==> src/rtl/uop_bus_reader.sv <==
// ---------------------------------------------------------------------------
// uop_bus_reader
//
// Reading end of a shared tri-state bus driven by N_SRC output-enabled
// latches. A scan enables one source at a time (ascending index, unset mask
// bits skipped at no cost). Each enable is held for SETTLE cycles, then the
// bus word is captured and presented with its source index.
//
// Optional feature (macro TURNAROUND_EN): insert one oe=0 cycle between
// consecutive sources so that two drivers never overlap on the bus.
//
// Ports:
//   clk       in   rising-edge clock
//   rst_n     in   asynchronous active-low reset
//   start     in   request a scan (accepted only while busy==0)
//   src_mask  in   sources to read, latched when start is accepted
//   bus       in   shared bus word (resolved)
//   oe        out  registered output enables, at most one bit high
//   busy      out  scan in progress
//   rd_valid  out  one-cycle pulse, rd_idx/rd_data carry a new sample
//   rd_idx    out  index of the sampled source
//   rd_data   out  sampled bus word (held until next capture)
//   done      out  one-cycle pulse, scan complete
// ---------------------------------------------------------------------------
module uop_bus_reader #(
   parameter  int N_SRC  = 4,
   parameter  int W      = 8,
   parameter  int SETTLE = 2,
   localparam int IDX_W  = (N_SRC > 1) ? $clog2(N_SRC) : 1
) (
   input  logic              clk,
   input  logic              rst_n,
   input  logic              start,
   input  logic [N_SRC-1:0]  src_mask,
   input  logic [W-1:0]      bus,
   output logic [N_SRC-1:0]  oe,
   output logic              busy,
   output logic              rd_valid,
   output logic [IDX_W-1:0]  rd_idx,
   output logic [W-1:0]      rd_data,
   output logic              done
);

   localparam int               CNT_W    = (SETTLE > 1) ? $clog2(SETTLE) : 1;
   localparam logic [CNT_W-1:0] CNT_LOAD = CNT_W'(SETTLE - 1);

   typedef enum logic [1:0] {
      ST_IDLE   = 2'd0,
      ST_ENABLE = 2'd1,
`ifdef TURNAROUND_EN
      ST_GAP    = 2'd3,
`endif
      ST_FINISH = 2'd2
   } state_t;

   state_t             state, state_nxt;
   logic [CNT_W-1:0]   cnt, cnt_nxt;
   logic [IDX_W-1:0]   cur, cur_nxt;
   // rem holds the sources of the current scan not yet captured
   logic [N_SRC-1:0]   rem, rem_nxt, rem_left;
   logic [N_SRC-1:0]   oe_nxt;
   logic               busy_nxt, done_nxt, vld_nxt, cap;

   function automatic logic [IDX_W-1:0] lowest_idx(input logic [N_SRC-1:0] m);
      lowest_idx = '0;
      for (int j = N_SRC - 1; j >= 0; j--) begin
         if (m[j]) lowest_idx = IDX_W'(j);
      end
   endfunction

   function automatic logic [N_SRC-1:0] idx_bit(input logic [IDX_W-1:0] i);
      idx_bit = N_SRC'(1) << i;
   endfunction

   always_comb begin
      state_nxt = state;
      cnt_nxt   = cnt;
      cur_nxt   = cur;
      rem_nxt   = rem;
      oe_nxt    = oe;
      busy_nxt  = busy;
      done_nxt  = 1'b0;
      vld_nxt   = 1'b0;
      cap       = 1'b0;
      rem_left  = rem & ~idx_bit(cur);

      case (state)
         ST_IDLE: begin
            busy_nxt = 1'b0;
            oe_nxt   = '0;
            if (start) begin
               busy_nxt = 1'b1;
               rem_nxt  = src_mask;
               if (src_mask == '0) begin
                  state_nxt = ST_FINISH;
                  done_nxt  = 1'b1;
               end else begin
                  state_nxt = ST_ENABLE;
                  cur_nxt   = lowest_idx(src_mask);
                  cnt_nxt   = CNT_LOAD;
                  oe_nxt    = idx_bit(lowest_idx(src_mask));
               end
            end
         end

         ST_ENABLE: begin
            if (cnt != '0) begin
               cnt_nxt = cnt - 1'b1;
            end else begin
               // last settle cycle: capture now, hand the bus on this edge
               cap     = 1'b1;
               vld_nxt = 1'b1;
               rem_nxt = rem_left;
               if (rem_left == '0) begin
                  state_nxt = ST_FINISH;
                  done_nxt  = 1'b1;
                  oe_nxt    = '0;
               end else begin
`ifdef TURNAROUND_EN
                  state_nxt = ST_GAP;
                  oe_nxt    = '0;
`else
                  cur_nxt   = lowest_idx(rem_left);
                  cnt_nxt   = CNT_LOAD;
                  oe_nxt    = idx_bit(lowest_idx(rem_left));
`endif
               end
            end
         end

`ifdef TURNAROUND_EN
         ST_GAP: begin
            state_nxt = ST_ENABLE;
            cur_nxt   = lowest_idx(rem);
            cnt_nxt   = CNT_LOAD;
            oe_nxt    = idx_bit(lowest_idx(rem));
         end
`endif

         ST_FINISH: begin
            state_nxt = ST_IDLE;
            busy_nxt  = 1'b0;
            oe_nxt    = '0;
         end

         default: begin
            state_nxt = ST_IDLE;
            busy_nxt  = 1'b0;
            oe_nxt    = '0;
         end
      endcase
   end

   always_ff @(posedge clk or negedge rst_n) begin
      if (!rst_n) begin
         state    <= ST_IDLE;
         cnt      <= '0;
         cur      <= '0;
         rem      <= '0;
         oe       <= '0;
         busy     <= 1'b0;
         done     <= 1'b0;
         rd_valid <= 1'b0;
         rd_idx   <= '0;
         rd_data  <= '0;
      end else begin
         state    <= state_nxt;
         cnt      <= cnt_nxt;
         cur      <= cur_nxt;
         rem      <= rem_nxt;
         oe       <= oe_nxt;
         busy     <= busy_nxt;
         done     <= done_nxt;
         rd_valid <= vld_nxt;
         if (cap) begin
            rd_data <= bus;
            rd_idx  <= cur;
         end
      end
   end

endmodule
==> config.mk <==
export PLATFORM = sky130hd
export DESIGN_NAME = uop_bus_reader
export DESIGN_NICKNAME = d
export VERILOG_FILES = /design/src/rtl/uop_bus_reader.sv
export SDC_FILE = /design/constraint.sdc
export NUM_CORES = 1
export LEC_CHECK = 0
export ABC_AREA = 0
export CAP_MARGIN = 20
export CELL_PAD_IN_SITES_DETAIL_PLACEMENT = 1
export CELL_PAD_IN_SITES_GLOBAL_PLACEMENT = 1
export CORE_MARGIN = 2
export CORE_UTILIZATION = 36
export CTS_BUF_LIST = sky130_fd_sc_hd__clkbuf_4
export CTS_CLUSTER_DIAMETER = 100
export CTS_CLUSTER_SIZE = 10
export DETAILED_ROUTE_END_ITERATION = 7
export PLACE_DENSITY_LB_ADDON = 0.1
export SLEW_MARGIN = 5
export SYNTH_ARGS = -nofsm -noshare
export SYNTH_HDL_FRONTEND = slang
export SYNTH_SLANG_ARGS = --single-unit
==> constraint.sdc <==
create_clock -name clk -period 1.6 [get_ports clk]
set_input_delay 0.24 -clock clk [delete_from_list [all_inputs] [get_ports clk]]
set_output_delay 0.24 -clock clk [all_outputs]
set_load 0.02 [all_outputs]
### Word-level counts from Yosys, hierarchy flattened

Cells that the tools add are included.

| storage, ports and cells | value |
|---|---|
| output and inout port bits | 17 |
| bits in registers | 26 |
| word-level logic and storage cells | 72 |
| bits of input ports | 15 |

| cells by class | value |
|---|---|
| equal/unequal tests | 6 |
| $add $sub $neg | 1 |
| bitwise gates (word level) | 2 |
| shifts and indexed selects | 3 |
| reduce and logical (&&, ||, !) cells | 8 |
| mux-type cells | 42 |

Operators with widths:

| cell | number |
|---|---|
| two-way mux 2 bit | 18 |
| two-way mux 4 bit | 6 |
| case mux 4 bit (2 select lines) | 2 |
| left shift 1 x 2 -> 4 bit (first input constant) | 3 |
| two-way mux 1 bit | 11 |
| inequality test 2 bit (second input constant) | 5 |
| AND reduction 3 bit | 3 |
| zero test 4 bit | 2 |
| case mux 2 bit (2 select lines) | 2 |
| case mux 1 bit (2 select lines) | 3 |
| AND reduction 5 bit | 1 |
| AND 4 bit | 1 |
| inverter 4 bit | 1 |
| equality test 2 x 1 -> 1 bit (second input constant) | 1 |
| zero test 2 bit | 1 |
| nonzero test 2 bit | 1 |
| subtractor 1 bit (second input constant) | 1 |

### Logic depth before layout (Yosys ltp)

| logic depth | value |
|---|---|
| word-level depth | 14 |
| gate-level depth with buffers | 5 |
| gate-level depth less buffers | 4 |

### Worst setup path after synthesis

OpenSTA, ideal clock, no wires.

| path | value |
|---|---|
| kind | register to register |
| start point | register cur[1] |
| end point | register state[0] |
| setup time | 0.124 ns |
| slack | 0.071 ns |
| cell stages (with the launch flop) | 6 |
| buffers on the path | 1 |
| arrival time | 1.405 ns |
| path through | dfrtp_1 > buf_6 > mux2_4 > o32ai_4 > nor2_2 > o31a_1 |

| on the way | value |
|---|---|
| cells in the longest elaborated chain, start to end | 6 |

RTL lines:

| what | line | text |
|---|---|---|
| from (decl) | 58 | `logic [IDX_W-1:0] cur, cur_nxt;` |
| from (signal assigned) | 169 | `cur <= cur_nxt;` |
| left shift 1 x 2 -> 4 bit | 72 | `idx_bit = N_SRC'(1) << i;` |
| inverter 4 bit | 85 | `rem_left = rem & ~idx_bit(cur);` |
| AND 4 bit | 85 |  |
| zero test 4 bit | 114 | `if (rem_left == '0) begin` |
| inequality test 2 bit (no line) | -- |  |
| AND reduction 3 bit (no line) | -- |  |
| to (signal assigned) | 167 | `state <= state_nxt;` |
| to (decl) | 56 | `state_t state, state_nxt;` |

No other way between the ends.
A chain may end at the register's enable or synchronous reset.

### Worst setup path in the final report

| path | value |
|---|---|
| start point | register cur[1] |
| end point | register cur[1] |

| on the way | value |
|---|---|
| cells in the longest elaborated chain, start to end | 10 |

RTL lines:

| what | line | text |
|---|---|---|
| left shift 1 x 2 -> 4 bit * | 72 |  |
| inverter 4 bit * | 85 |  |
| AND 4 bit * | 85 |  |
| two-way mux 2 bit (4 in a row) | 67 | `if (m[j]) lowest_idx = IDX_W'(j);` |
| two-way mux 2 bit | -- |  |
| two-way mux 2 bit | 107 | `if (cnt != '0) begin` |
| case mux 2 bit (2 select lines) | 87 | `case (state)` |

Mark *: on every way between the ends. The rest lies on a longest branch, timed or not. The select of a mux whose other input is x is not followed.

==> flow_metrics.env <==
export IMPL_cts_buffers=3
export IMPL_dr_first_iter_drc_count=67
export IMPL_die_y_microns=65.86
export IMPL_multiInputGateArea_sq_um=680.7
export IMPL_avgSynthCellArea_sq_um=10.68
export IMPL_slowest_delay_ns=0.45
export IMPL_track_usage_pct=19.17
export IMPL_cts_sinks=26
export IMPL_htreeDepth=1
export IMPL_yosysUniqueCellTypes=44
export IMPL_viasPerCell=5.262
export IMPL_r2r_cells=6
export IMPL_drt_first_pass_iters=4
export IMPL_tightest_slew_ns=0.3585
export IMPL_synth_edff_count=0
export IMPL_antenna_found_initial=0
export IMPL_syn_nets=144
export IMPL_critPathKind="reg -> reg"
export IMPL_die_w_microns=65.86
export IMPL_power_leakage_nw=0.9722
export IMPL_synth_top_cell_by_area="dfrtp_1"
export IMPL_reg2reg_slack_ns=-0.03
export IMPL_pin_count=32
export IMPL_stdcell_count=229
export IMPL_fill_cells=404
export IMPL_cp_start_kind="flip-flop"
export IMPL_area_growth_pct=45.14
export IMPL_ctsHoldBuffers=0
export IMPL_dpl_worst_slack_ns=-0.07673
export IMPL_holdCritPathClass="in -> async"
export IMPL_synth_ff_type="dfrtp_1"
export IMPL_slew_violations=0
export IMPL_seq_area_frac_synth_pct=47.23
export IMPL_critPathRequiredTime_ns=1.86
export IMPL_async_flop_share_pct=100.0
export IMPL_grt_pass1_vias=1258
export IMPL_synth_area_leaders="dfrtp_1 47%, mux2_1 6.5%, mux2i_1 3.6%"
export IMPL_finalCritPeriodShare_pct=102.1
export IMPL_path_max_fanout=8
export IMPL_dpl_hpwl_microns=2925
export IMPL_place_area_sq_um=1844
export IMPL_num_rows=22
export IMPL_clockBufferDepth=2
export IMPL_avgRoutedWirePerCell_microns=16.99
export IMPL_coreArea_sq_um=3661
export IMPL_synth_seq_cells=26
export IMPL_postRouteAntennaNets=0
export IMPL_die_area_sq_um=4338
export IMPL_clkSlewWorstSetupHoldPaths_ns=0.15
export IMPL_finalNetCount=197
export IMPL_fin_ws_ns=-0.03351
export IMPL_finalSetupViolCount=2
export IMPL_fin_crit_ns=1.634
export IMPL_slowest_stage="dfrtp_1"
export IMPL_cpMostUsedCell="buf_4"
export IMPL_diodes=0
export IMPL_r2r_start="cur[1]"
export IMPL_hold_viol_final=0
export IMPL_netlist_area_leader_share_pct=47.23
export IMPL_syn_inst=129
export IMPL_slew_headroom_pct=76.10
export IMPL_start_util_pct=37.63
export IMPL_skew_ns=0.003975
export IMPL_portBuffers=31
export IMPL_rsz0062_at_grt="yes"
export IMPL_drive_above_1_share_pct=23.20
export IMPL_post_route_util_pct=54.61
export IMPL_endpoint_kind="flip-flop"
export IMPL_register_area_sq_um=650.6
export IMPL_cts_tree="done"
export IMPL_r2r_end="cur[1]"
export IMPL_vias=1205
export IMPL_power_density_nw_per_um2=2207
export IMPL_cp_cell_sequence="buf_4 > nand2b_1 > nor4_4 > buf_4 > o31ai_4 > mux2i_1"
export IMPL_irDropWorstVdd_mv=1.088
export IMPL_dp_cells=220
export IMPL_finalSetupTns_ns=-0.03434
export IMPL_wirelength_microns=3891
export IMPL_startpoint="cur[1]"
export IMPL_drc=0
export IMPL_gp_congestion=0.8373
export IMPL_final_area_sq_um=1999
export IMPL_grt_pass1_wl_microns=6216
export IMPL_clock_root_buffer="clkbuf_4"
export IMPL_status="finished with violations"
export IMPL_synthesis_area_sq_um=1378
export IMPL_violations="negative setup slack"
export IMPL_grt_overflow_total=0
export IMPL_worstPathArrival_ns=1.89
export IMPL_maxCapViolCount=0
export IMPL_timing_fmax_mhz=612.2
export IMPL_clock_latency_ns=0.33
export IMPL_grt_max_degree=27
export IMPL_crit_path_end="cur[1]"
export IMPL_yosys_warnings=0
[layer usage]
metal	track usage, %	vias to the layer above	routed length, microns
met3	2.044	9	77
met2	33.71	19	2099
met5	0	-	0
met4	7.552	0	93
li1	-	576	-
met1	23.89	601	1621
[registers in the layout, indices dropped and copies added, names as in the netlist]
register / count
rd_data: 8
oe: 4
rem: 4
cur: 2
rd_idx: 2
state: 2
busy: 1
cnt: 1
done: 1
rd_valid: 1
[cell families after synthesis]
family / count (synthesis) / synth area share, %
AO/OA/AOI/OAI: 35 / 20.62
buffers and inverters: 15 / 5.813
flip-flops: 26 / 47.23
multiplexers: 14 / 11.26
AND/OR/NAND/NOR: 39 / 15.08
[critical path: cells and delay by family (launching register included)]
kind	cells	cell delay (ns)
simple gates	2	0.22
buf+inv	2	0.36
compound gates	1	0.28
flops	1	0.45
mux	1	0.25
[cell usage in the layout, fill, tap and decap left out, drive strengths merged, types with 2 or more instances in the layout]
cell           Yosys  layout
nand2             10      10
dlymetal6s2s       1      11
clkdlybuf4s50      0      20
a22o               3       3
dfrtp             26      26
o211ai             2       2
o32ai              3       3
mux2i              5       5
a311oi             2       2
nand3              2       2
o31a               2       2
nor3               3       3
mux2               9       9
nand2b             3       3
a21oi              7       7
inv                7       7
o21ai              6       6
buf                5      25
clkbuf             2       3
nor2              13      13
[through the flow]
step / total power [W] / hold slack [ns]
after floorplan: 0.002793 / -0.05559
after global placement: 0.003715 / 0.4666
after detailed placement: 0.003805 / 0.4774
after CTS: 0.004294 / 0.2647
after global routing: 0.004753 / 0.2587
final: 0.004413 / 0.2512
[how the worst min path moves through the flow]
stage	end	slack [ns]	cells after the start
after floorplan	busy	-0.06	0
after global placement	rd_idx[1]	0.47	2
after detailed placement	rd_data[0]	0.48	1
after CTS	oe[3]	0.26	2
after global routing	state[1]	0.26	2
final	oe[3]	0.25	2
[cell usage after synthesis, drive strengths merged (5+ instances only)]
| master | number |
|---|---|
| buf | 5 |
| mux2i | 5 |
| mux2 | 9 |
| a21oi | 7 |
| nor2 | 13 |
| inv | 7 |
| nand2 | 10 |
| dfrtp | 26 |
| o21ai | 6 |
[layout make-up]
| cell class | instances | area share [%] |
|---|---|---|
| Clock inverter | 1 | 1.502 |
| Multi-Input combinational cell | 88 | 34.04 |
| Clock buffer | 3 | 1.126 |
| Sequential cell | 26 | 32.54 |
| Timing Repair Buffer | 56 | 26.47 |
| Inverter | 7 | 1.314 |
| Tap cell | 48 | 3.004 |
[timing repair]
| action | 4_1_cts | 5_1_grt |
|---|---|---|
| setup endpoints to repair | 4 | 22 |
| resized for setup | 1 | 17 |
| pin swaps | 1 | 2 |
| setup buffers | 0 | 5 |
[report_power, final]
part / leakage, nW / internal (W) / switching [W]
clock: 0.0279 / 0.000253 / 0.000207
sequential: 0.320 / 0.000973 / 0.000205
combinational: 0.624 / 0.00134 / 0.00143
Power figures use the tool's default switching activity.
==> RTL change, RTL diff (same flow settings) <==
Set the parameter `W` to 10 (it was 8).
--- a/src/rtl/uop_bus_reader.sv
+++ b/src/rtl/uop_bus_reader.sv
@@ -24,7 +24,7 @@
 // ---------------------------------------------------------------------------
 module uop_bus_reader #(
    parameter  int N_SRC  = 4,
-   parameter  int W      = 8,
+   parameter  int W      = 10,
    parameter  int SETTLE = 2,
    localparam int IDX_W  = (N_SRC > 1) ? $clog2(N_SRC) : 1
 ) (
Interface: changed (resized bus and rd_data); port bits go from 32 to 36. No check against the original RTL was run, so the function may have changed too.
==> RTL change against the original RTL <==
The flow still finishes with violations (setup timing). Cell area rose by 5.4%. Synthesized area rose by 0.18%. Non-clock buffer count rose by 11. Critical endpoint unchanged. Wire length fell by 2.3%. Setup slack got worse by 25 ps. Maximum frequency fell by 1.5%. Power rose by 3.7%. Count of clock-buffer cells in the layout did not move. Largest power group unchanged. Global-route usage rose by 0.47 points. Sequential cell count rose by 2.
==> RTL change: results (changes against the original RTL) <==
top cells by area, synth - dfrtp_1 51%, mux2_2 9.0%, nand2_1 3.0%
detailed-placement wirelength estimate - 2.96 mm (+1.1%)
outcome - complete, but fails checks
list of most frequent post-synthesis cells - 28 x dfrtp_1, 11 x mux2_2, 11 x nand2_1
crit-path max FO - 4 (-4)
final worst slack - -58.0 ps (-24.5 ps)
Seq/Total Area, Yosys - 0.508 (+0.0354)
DRT Pass-1 Iters - 4 (unchanged)
RR Startpoint - cur[0]
critical-path cell with the highest stage delay - dfrtp_2
final RePlAce weighted congestion - 0.844 (+0.79%)
share of post-route cells with drive strength above 1 - 0.309 (+0.0772)
VDD IR max - 0.887 mV (-18%)
FF-to-FF path depth - 5 (-1)
Avg WL per Cell - 15.7 um (-7.5%)
top flop regs - rd_data: 10 flops, oe: 4 flops, rem: 4 flops
Leak - 0.00105 uW (+8.2%)
critical path's largest stage delay - 470 ps (+20 ps)
total track usage - 0.196 (+0.00470)
final WL - 3.80 mm (-2.3%)
pre-CTS WS - -114 ps (-37.5 ps)
Die ar. - 4340 um^2 (+0.17%)
syn nets - 146 (+1.4%)
Worst Max-Slew Pin Slew - 363 ps (+4.22 ps)
final net count - 212 (+7.6%)
failing checks - setup timing
DRT iter0 DRCs - 21 (-69%)
synth unique cells - 40 (-9.1%)
via/cell ratio - 5.17 (-1.8%)
global-route wire length before repair - 6.35 mm (+2.2%)
P_int - 2740 uW (+6.9%)
placed cells - 236 (+7.3%)
final-report setup violation count - 3 (+1)
## RTL change: cell count changes in the layout (fill, tap and decap cells not counted), sizes merged, moves of 3 or more
cell / unedited run / this run
buf: 25 / 32
o21ai: 6 / 10
a31oi: 0 / 3
mux2: 9 / 12
nor2b: 0 / 3
## RTL change: cell families after synthesis
kind of cell | after synthesis | share of synthesized area
AO/OA/AOI/OAI | 37 | 0.190
AND/OR/NAND/NOR | 37 | 0.136
flip-flops | 28 | 0.508
multiplexers | 15 | 0.122
buffers and inverters | 12 | 0.0444
## RTL change: final cells by class
cell class / instances / area [um^2]
Clock buffer: 3 / 22.5
Clock inverter: 1 / 30.0
Fill cell: 414 / 1550
Inverter: 6 / 22.5
Multi-Input combinational cell: 89 / 647
Sequential cell: 28 / 703
Tap cell: 48 / 60.1
Timing Repair Buffer: 67 / 622
## RTL change: repair_timing
| action | CTS | global route |
|---|---|---|
| gates resized for setup | 3 | 18 |
| setup endpoints to repair | 5 | 18 |
| pin swaps | 0 | 1 |
| cloned | 0 | 0 |
| setup buffers | 1 | 1 |
## RTL change: metal layers
layer	up-vias	wire, um	part of all wire	GRT usage
li1	597	-	-	-
met1	627	1590	0.42	0.243
met2	22	2000	0.53	0.340
met3	4	151	0.040	0.0409
met4	0	53	0.014	0.0625
met5	-	0	0	0
## RTL change: how the worst min path moves through the flow
stage	slack, ps	depth (start not counted)	end
floorplan	-60	0	busy
global placement	490	2	rd_idx[0]
CTS	270	2	rd_data[5]
global route	290	2	rd_data[5]
detailed placement	500	2	rd_idx[0]
finish	260	2	rd_data[5]
## RTL change: stage by stage
| stage | setup TNS [ps] | power (uW) | instance area, um^2 |
|---|---|---|---|
| 3_5_place_dp | -336 | 4070 | 1980 |
| 5_1_grt | -256 | 4910 | 2110 |
| 3_3_place_gp | -237 | 3970 | 1980 |
| 2_1_floorplan | -68.3 | 2860 | 1390 |
| 6_report | -76.7 | 4570 | 2110 |
| 4_1_cts | -47.4 | 4590 | 2050 |
## RTL change: power groups by stage
stage / combinational [uW] / clock [uW] / sequential [uW]
2_1_floorplan: 1310 / 0 / 1550
3_3_place_gp: 2680 / 0 / 1290
3_5_place_dp: 2760 / 0 / 1320
4_1_cts: 2810 / 486 / 1300
5_1_grt: 3050 / 512 / 1340
6_report: 2810 / 472 / 1290
## RTL change: critical path: cells and delay by family, from the launching register on
kind               cells  cell delay, ps
AOI/OAI and AO/OA      2             200
DFF                    1             470
and+or+nand+nor        2             580
muxes                  1             300
